## src/rtl/conv_output_writer.sv

```systemverilog
`default_nettype none
// ============================================================================
// Module      : conv_output_writer
// Description : Write-back stage for the convolution engine. Packs 1-bit
//               thresholded results LSB-first into DATA_W-bit words, one
//               output row at a time. Writes each word to the output SRAM at
//               consecutive addresses starting at BASE_ADDR. Flushes partial
//               words at row end and at frame end, then pulses done.
// Revision    : 1.0 - initial release
// ----------------------------------------------------------------------------
// Ports
//   clk                     in   1       clock, rising edge
//   reset_b                 in   1       asynchronous reset, active-low
//   start                   in   1       begins a frame (honoured in IDLE only)
//   res_valid               in   1       res_bit is valid this cycle
//   res_bit                 in   1       convolution result bit
//   row_end                 in   1       this cycle closes the current row
//   frame_done              in   1       last row complete; flush and finish
//   dut_sram_write_enable   out  1       output SRAM write strobe
//   dut_sram_write_address  out  ADDR_W  output SRAM write address
//   dut_sram_write_data     out  DATA_W  output SRAM write data
//   busy                    out  1       high from start acceptance until done
//   done                    out  1       1-cycle pulse, frame fully written
//   words_written           out  ADDR_W  writes issued this frame
// ============================================================================
module conv_output_writer #(
   parameter int                DATA_W    = 16,
   parameter int                ADDR_W    = 12,
   parameter logic [ADDR_W-1:0] BASE_ADDR = 12'h000,
   parameter int                CNT_W     = 5
) (
   input  logic              clk,
   input  logic              reset_b,
   input  logic              start,
   input  logic              res_valid,
   input  logic              res_bit,
   input  logic              row_end,
   input  logic              frame_done,
   output logic              dut_sram_write_enable,
   output logic [ADDR_W-1:0] dut_sram_write_address,
   output logic [DATA_W-1:0] dut_sram_write_data,
   output logic              busy,
   output logic              done,
   output logic [ADDR_W-1:0] words_written
);

   localparam logic [CNT_W-1:0]  c_LAST_POS = CNT_W'(DATA_W - 1);
   localparam logic [CNT_W-1:0]  c_CNT_ONE  = CNT_W'(1);
   localparam logic [DATA_W-1:0] c_BIT_ONE  = DATA_W'(1);
   localparam logic [ADDR_W-1:0] c_ADDR_ONE = ADDR_W'(1);

   typedef enum logic [1:0] {
      S_IDLE  = 2'd0,
      S_RUN   = 2'd1,
      S_FLUSH = 2'd2,
      S_DONE  = 2'd3
   } state_t;

   state_t            r_state;
   logic [DATA_W-1:0] r_pack;
   logic [CNT_W-1:0]  r_cnt;
   logic [ADDR_W-1:0] r_ptr;
   logic              r_we;
   logic [ADDR_W-1:0] r_addr;
   logic [DATA_W-1:0] r_data;
   logic              r_busy;
   logic              r_done;
   logic [ADDR_W-1:0] r_ww;

   logic [DATA_W-1:0] w_bit_set;
   logic [DATA_W-1:0] w_pack_upd;
   logic [CNT_W-1:0]  w_cnt_upd;
   logic              w_complete;

   // Pack register and bit count as they stand after accepting this cycle's bit.
   assign w_bit_set  = (res_valid && res_bit) ? (c_BIT_ONE << r_cnt) : '0;
   assign w_pack_upd = r_pack | w_bit_set;
   assign w_cnt_upd  = res_valid ? (r_cnt + c_CNT_ONE) : r_cnt;

   // A word closes when it fills, when a row ends on it, or when the frame
   // ends with bits still outstanding. The frame-end case launches the flush
   // write on the edge that enters FLUSH, so the write is visible during the
   // FLUSH cycle and done follows one cycle later.
   assign w_complete = (res_valid && ((r_cnt == c_LAST_POS) || row_end))
                     || (!res_valid && row_end && (r_cnt != '0))
                     || (frame_done && (w_cnt_upd != '0));

   always_ff @(posedge clk or negedge reset_b) begin
      if (!reset_b) begin
         r_state <= S_IDLE;
         r_pack  <= '0;
         r_cnt   <= '0;
         r_ptr   <= '0;
         r_we    <= 1'b0;
         r_addr  <= '0;
         r_data  <= '0;
         r_busy  <= 1'b0;
         r_done  <= 1'b0;
         r_ww    <= '0;
      end else begin
         r_we   <= 1'b0;
         r_done <= 1'b0;

         // Count a write once its strobe cycle has passed.
         if (r_we) begin
            r_ww <= r_ww + c_ADDR_ONE;
         end

         case (r_state)
            S_IDLE: begin
               if (start) begin
                  r_state <= S_RUN;
                  r_ptr   <= BASE_ADDR;
                  r_ww    <= '0;
                  r_busy  <= 1'b1;
                  r_pack  <= '0;
                  r_cnt   <= '0;
               end
            end

            S_RUN: begin
               if (w_complete) begin
                  r_we   <= 1'b1;
                  r_addr <= r_ptr;
                  r_data <= w_pack_upd;
                  r_ptr  <= r_ptr + c_ADDR_ONE;
                  r_pack <= '0;
                  r_cnt  <= '0;
               end else begin
                  r_pack <= w_pack_upd;
                  r_cnt  <= w_cnt_upd;
               end
               if (frame_done) begin
                  r_state <= S_FLUSH;
               end
            end

            S_FLUSH: begin
               r_state <= S_DONE;
               r_busy  <= 1'b0;
               r_done  <= 1'b1;
               r_pack  <= '0;
               r_cnt   <= '0;
            end

            S_DONE: begin
               r_state <= S_IDLE;
            end

            default: begin
               r_state <= S_IDLE;
            end
         endcase
      end
   end

   assign dut_sram_write_enable  = r_we;
   assign dut_sram_write_address = r_addr;
   assign dut_sram_write_data    = r_data;
   assign busy                   = r_busy;
   assign done                   = r_done;
   assign words_written          = r_ww;

endmodule
`default_nettype wire

```

## config.mk

```make
export PLATFORM = sky130hd
export DESIGN_NAME = conv_output_writer
export DESIGN_NICKNAME = d
export VERILOG_FILES = /design/src/rtl/conv_output_writer.sv
export SDC_FILE = /design/constraint.sdc
export NUM_CORES = 1
export LEC_CHECK = 0
export ABC_AREA = 1
export BUFFER_PORTS_ARGS = -buffer_cell sky130_fd_sc_hd__buf_2
export CORE_MARGIN = 5
export CORE_UTILIZATION = 35
export DETAILED_ROUTE_END_ITERATION = 8
export PLACE_DENSITY = 0.55
export SLEW_MARGIN = 20
export SYNTH_ARGS = -nofsm -noshare
export SYNTH_HDL_FRONTEND = slang
export SYNTH_SLANG_ARGS = --single-unit
```

## constraint.sdc

```tcl
create_clock -name clk -period 2.3 [get_ports clk]
set_clock_uncertainty 0.05 [all_clocks]
set_input_delay 0.46 -clock clk [delete_from_list [all_inputs] [get_ports clk]]
set_output_delay 0.46 -clock clk [all_outputs]
set_load 0.005 [all_outputs]
```

==> flow_summary.html <==
<table>
<tr><th>Metric</th><th>Value</th></tr>
<tr><th colspan="2">Outcome</th></tr>
<tr><td>Outcome</td><td>completed</td></tr>
<tr><th colspan="2">Place</th></tr>
<tr><td>Port Buffers</td><td>49</td></tr>
<tr><td>RD Place Congestion</td><td>0.886</td></tr>
<tr><td>Cell Count Post-Placement</td><td>630</td></tr>
<tr><td>Total placed instance area</td><td>4220 sq um</td></tr>
<tr><td>Detailed Place HPWL</td><td>6.00 mm</td></tr>
<tr><th colspan="2">Route</th></tr>
<tr><td>Number of design-rule violations left by the first detailed-router iteration</td><td>118</td></tr>
<tr><td>Count of TritonRoute iterations in the first routing pass</td><td>4</td></tr>
<tr><td>Drc violations</td><td>0</td></tr>
<tr><td>Detailed Route WL</td><td>8.46 mm</td></tr>
<tr><td>Number of nets with antenna violations after detailed routing</td><td>0</td></tr>
<tr><td>Detailed-route via count</td><td>2991</td></tr>
<tr><td>Detailed-route wire length per cell</td><td>13.0 um</td></tr>
<tr><td>Vias per std cell</td><td>4.58</td></tr>
<tr><th colspan="2">STA</th></tr>
<tr><td>Post-layout min period</td><td>2120 ps</td></tr>
<tr><td>Final number of setup-violating endpoints</td><td>0</td></tr>
<tr><td>Upper clock frequency limit</td><td>0.472 GHz</td></tr>
<tr><td>RSZ-0062 raised after global routing</td><td>true</td></tr>
<tr><td>Worst slew margin</td><td>64.0%</td></tr>
<tr><td>Number of slew-limit violations in the final report</td><td>0</td></tr>
<tr><td>Count of endpoints failing hold in the final timing report</td><td>0</td></tr>
<tr><td>Worst-Margin Slew</td><td>536 ps</td></tr>
<tr><td>Final worst-path cycle share</td><td>92.0%</td></tr>
<tr><th colspan="2">Die</th></tr>
<tr><td>Number of top-level pins</td><td>50</td></tr>
<tr><td>Initial core utilization</td><td>35.3%</td></tr>
<tr><td>Die X-Extent</td><td>114 um</td></tr>
<tr><td>Placement Rows</td><td>38</td></tr>
<tr><td>Area of the core</td><td>10700 sq um</td></tr>
<tr><td>Die height</td><td>114 um</td></tr>
<tr><td>Total Die Area</td><td>13000 sq um</td></tr>
<tr><th colspan="2">Setup path</th></tr>
<tr><td>Highest net fanout along the worst path</td><td>12</td></tr>
<tr><td>Worst setup endpoint</td><td>r_ptr[2]</td></tr>
<tr><td>Kind of launch point of the worst setup path</td><td>register</td></tr>
<tr><td>Critical path capture point type</td><td>register</td></tr>
<tr><td>Req. time, crit path</td><td>2510 ps</td></tr>
<tr><td>Depth of the worst register-to-register path</td><td>16</td></tr>
<tr><td>Worst path cell trace</td><td>ha_4 &gt; nand2_1 &gt; nor2_1 &gt; ha_1 &gt; nand2_1 &gt; o21ai_2 &gt; nand2_1 &gt; nor2_1 &gt; nand2_1 &gt; nand2_2 &gt; nand2_4 &gt; nand2_8 &gt; nand2_8 &gt; nand2_8 &gt; nand2_1 &gt; nand2_1</td></tr>
<tr><td>Most prevalent standard cell on the critical path</td><td>sky130_fd_sc_hd__nand2_1</td></tr>
<tr><td>Startpoint of the worst register-to-register path</td><td>r_cnt[1]</td></tr>
<tr><td>Register-to-register setup slack</td><td>180 ps</td></tr>
<tr><td>Data arrival, critical path</td><td>2320 ps</td></tr>
<tr><td>Crit path max-delay cell type</td><td>sky130_fd_sc_hd__dfrtp_1</td></tr>
<tr><td>Largest stage delay on the critical path</td><td>440 ps</td></tr>
<tr><td>Setup crit start</td><td>r_cnt[1]</td></tr>
<tr><td>Terminus of the critical flop-to-flop path</td><td>r_ptr[2]</td></tr>
<tr><td>Worst Path Class, Setup</td><td>register to register</td></tr>
<tr><th colspan="2">Clock tree</th></tr>
<tr><td>Clk sinks</td><td>78</td></tr>
<tr><td>Root Buffer Master</td><td>sky130_fd_sc_hd__clkbuf_8</td></tr>
<tr><td>Clk_lat worst skew</td><td>360 ps</td></tr>
<tr><td>Number of H-tree levels</td><td>3</td></tr>
<tr><td>Clock buffer count from CTS</td><td>9</td></tr>
<tr><td>Clock transition at path regs</td><td>80 ps</td></tr>
<tr><td>Clock Path Buffers</td><td>2</td></tr>
<tr><td>CTS tree</td><td>yes</td></tr>
<tr><th colspan="2">Min path</th></tr>
<tr><td>Hold Path Origin</td><td>start</td></tr>
<tr><td>Worst min path class</td><td>input pin to register</td></tr>
<tr><th colspan="2">Synth</th></tr>
<tr><td>Fraction of registers with async set/reset</td><td>100%</td></tr>
<tr><td>Syn Std Cell Area</td><td>3790 sq um</td></tr>
<tr><td>Post-synth net total</td><td>464</td></tr>
<tr><td>Number of flops mapped to enable cells by yosys</td><td>0</td></tr>
<tr><td>Sequential element share of the synthesized area</td><td>51.5%</td></tr>
<tr><td>Syn avg cell area</td><td>8.51 sq um</td></tr>
<tr><td>Post-Synthesis Cells</td><td>445</td></tr>
<tr><td>YS warnings</td><td>0</td></tr>
<tr><td>#FFs+latches synth</td><td>78</td></tr>
<tr><td>Commonest register cell after synthesis</td><td>sky130_fd_sc_hd__dfrtp_1</td></tr>
<tr><td>Number of distinct library cells after synthesis</td><td>28</td></tr>
<tr><th colspan="2">Layout</th></tr>
<tr><td>Leading cell types in the layout, fill and taps excluded</td><td>138 x sky130_fd_sc_hd__nand2_1, 78 x sky130_fd_sc_hd__dfrtp_1, 48 x sky130_fd_sc_hd__buf_2, 43 x sky130_fd_sc_hd__inv_1, 39 x sky130_fd_sc_hd__nor2_1</td></tr>
<tr><td>Number of diodes</td><td>0</td></tr>
<tr><td>Layout-stage area growth over the synthesis result</td><td>20.1%</td></tr>
<tr><td>Area of the multi-input gates</td><td>1610 sq um</td></tr>
<tr><td>Share of cells above drive strength 1</td><td>18.9%</td></tr>
<tr><td>Number of inserted filler cells in the final layout</td><td>1090</td></tr>
<tr><td>Final instance area</td><td>4550 sq um</td></tr>
<tr><td>Utilization after layout</td><td>42.4%</td></tr>
<tr><td>Post-layout nets</td><td>527</td></tr>
<tr><td>Most common cell after layout, fill and taps aside</td><td>sky130_fd_sc_hd__nand2_1</td></tr>
<tr><td>Filler-free cell count of the finished design</td><td>653</td></tr>
<tr><td>Flip-flop and latch area</td><td>1950 sq um</td></tr>
<tr><th colspan="2">Pwr</th></tr>
<tr><td>Leakage component of the power</td><td>2.25 nW</td></tr>
<tr><td>Power per standard cell area</td><td>966 nW/um^2</td></tr>
<tr><td>Worst supply voltage drop on vdd</td><td>0.405 mV</td></tr>
<tr><th colspan="2">Global routing</th></tr>
<tr><td>Overall routing resource usage</td><td>13.6%</td></tr>
<tr><td>Wire length of the first global-routing pass</td><td>14.1 mm</td></tr>
<tr><td>Number of antenna violations at the first check in global routing</td><td>0</td></tr>
<tr><td>GRT overflow</td><td>0</td></tr>
<tr><td>Pin count of the biggest net entering global routing</td><td>36</td></tr>
<tr><td>Number of global-route vias before repair</td><td>2864</td></tr>
<tr><th colspan="2">Run</th></tr>
<tr><td>Max capacitance violation total</td><td>0</td></tr>
</table>
==> worst min path at each step <==
stage	to	cells after the start
after detailed placement	r_pack[2]	1
after CTS	r_ptr[1]	3
after global placement	r_pack[0]	1
final	r_ptr[1]	3
after global routing	r_ptr[1]	3
after floorplan	busy	0
==> where the power goes <==
| part | internal, mW | switching (mW) |
|---|---|---|
| Clock | 0.749 | 0.523 |
| Combinational | 0.489 | 0.974 |
| Sequential | 1.52 | 0.143 |
==> critical path, delay by kind of cell, from the launching register on <==
kind                     cells  cell delay [ps]
AND/OR/NAND/NOR             13             1010
adder cells (fa/ha/maj)      2              460
flip-flops                   1              440
AO/OA/AOI/OAI                1               60
==> sequential cells by signal, summed over array words and instances (netlist names) <==
name,count
dut_sram_write_data,16
r_pack,16
dut_sram_write_address,12
r_ptr,12
words_written,12
r_cnt,5
r_state,2
busy,1
done,1
dut_sram_write_enable,1
==> synthesized netlist by cell type, types with 3 or more instances <==
cell / count / area share, %
sky130_fd_sc_hd__nor2_1: 39 / 3.9
sky130_fd_sc_hd__ha_1: 12 / 4.0
sky130_fd_sc_hd__nand2_1: 138 / 14
sky130_fd_sc_hd__dfrtp_1: 78 / 52
sky130_fd_sc_hd__a21oi_1: 24 / 3.2
sky130_fd_sc_hd__nand3_1: 17 / 2.2
sky130_fd_sc_hd__nor3b_1: 3 / 0.59
sky130_fd_sc_hd__clkbuf_1: 4 / 0.40
sky130_fd_sc_hd__buf_2: 6 / 0.79
sky130_fd_sc_hd__inv_1: 43 / 4.3
sky130_fd_sc_hd__o21ai_0: 25 / 3.3
sky130_fd_sc_hd__o22ai_1: 5 / 0.83
sky130_fd_sc_hd__buf_6: 4 / 1.2
sky130_fd_sc_hd__o21ai_2: 4 / 0.92
sky130_fd_sc_hd__o21bai_1: 11 / 2.2
sky130_fd_sc_hd__xor2_1: 8 / 1.8
sky130_fd_sc_hd__nor3_1: 3 / 0.40
sky130_fd_sc_hd__o2111ai_1: 3 / 0.69
==> cell families after synthesis <==
logic type,count (synthesis),synth area share (%)
AOI/OAI and AO/OA,77,11.9
and+or+nand+nor,209,23.4
xor gates and xnor gates,10,2.31
adders and majority gates,12,3.96
DFF,78,51.5
buffers and inverters,59,6.84
==> cell type report <==
cell class                 instances  share of cell area [%]
clock buffer                      10                    3.02
clock inverter                     6                    2.39
inverter                          45                    3.71
multi-input combinational        309                    35.4
sequential                        78                    42.9
tap                              140                    3.85
timing repair buffer              65                    8.77
==> routing by layer <==
layer	GRT usage, %	routed length, um	up-vias
li1	-	-	1558
met1	19.2	4280	1374
met2	19.8	3680	47
met3	2.71	310	12
met4	7.13	190	0
met5	0	0	-
==> metrics by stage <==
step / worst slack, ps / total power, mW / setup TNS [ps] / hold slack [ps]
floorplan: 292 / 2.62 / 0 / 114
global placement: 162 / 3.02 / 0 / 361
detailed placement: 70.6 / 3.05 / 0 / 363
CTS: 61.4 / 4.34 / 0 / 387
global route: -11.3 / 4.70 / -11.4 / 425
finish: 183 / 4.40 / 0 / 411
==> timing repair <==
item,CTS,global route
buffers inserted,0,5
hold buffers,1,0
hold endpoints to repair,25,0
gates resized for setup,0,4
setup endpoints to repair,0,47
Power figures use the tool's default switching activity.
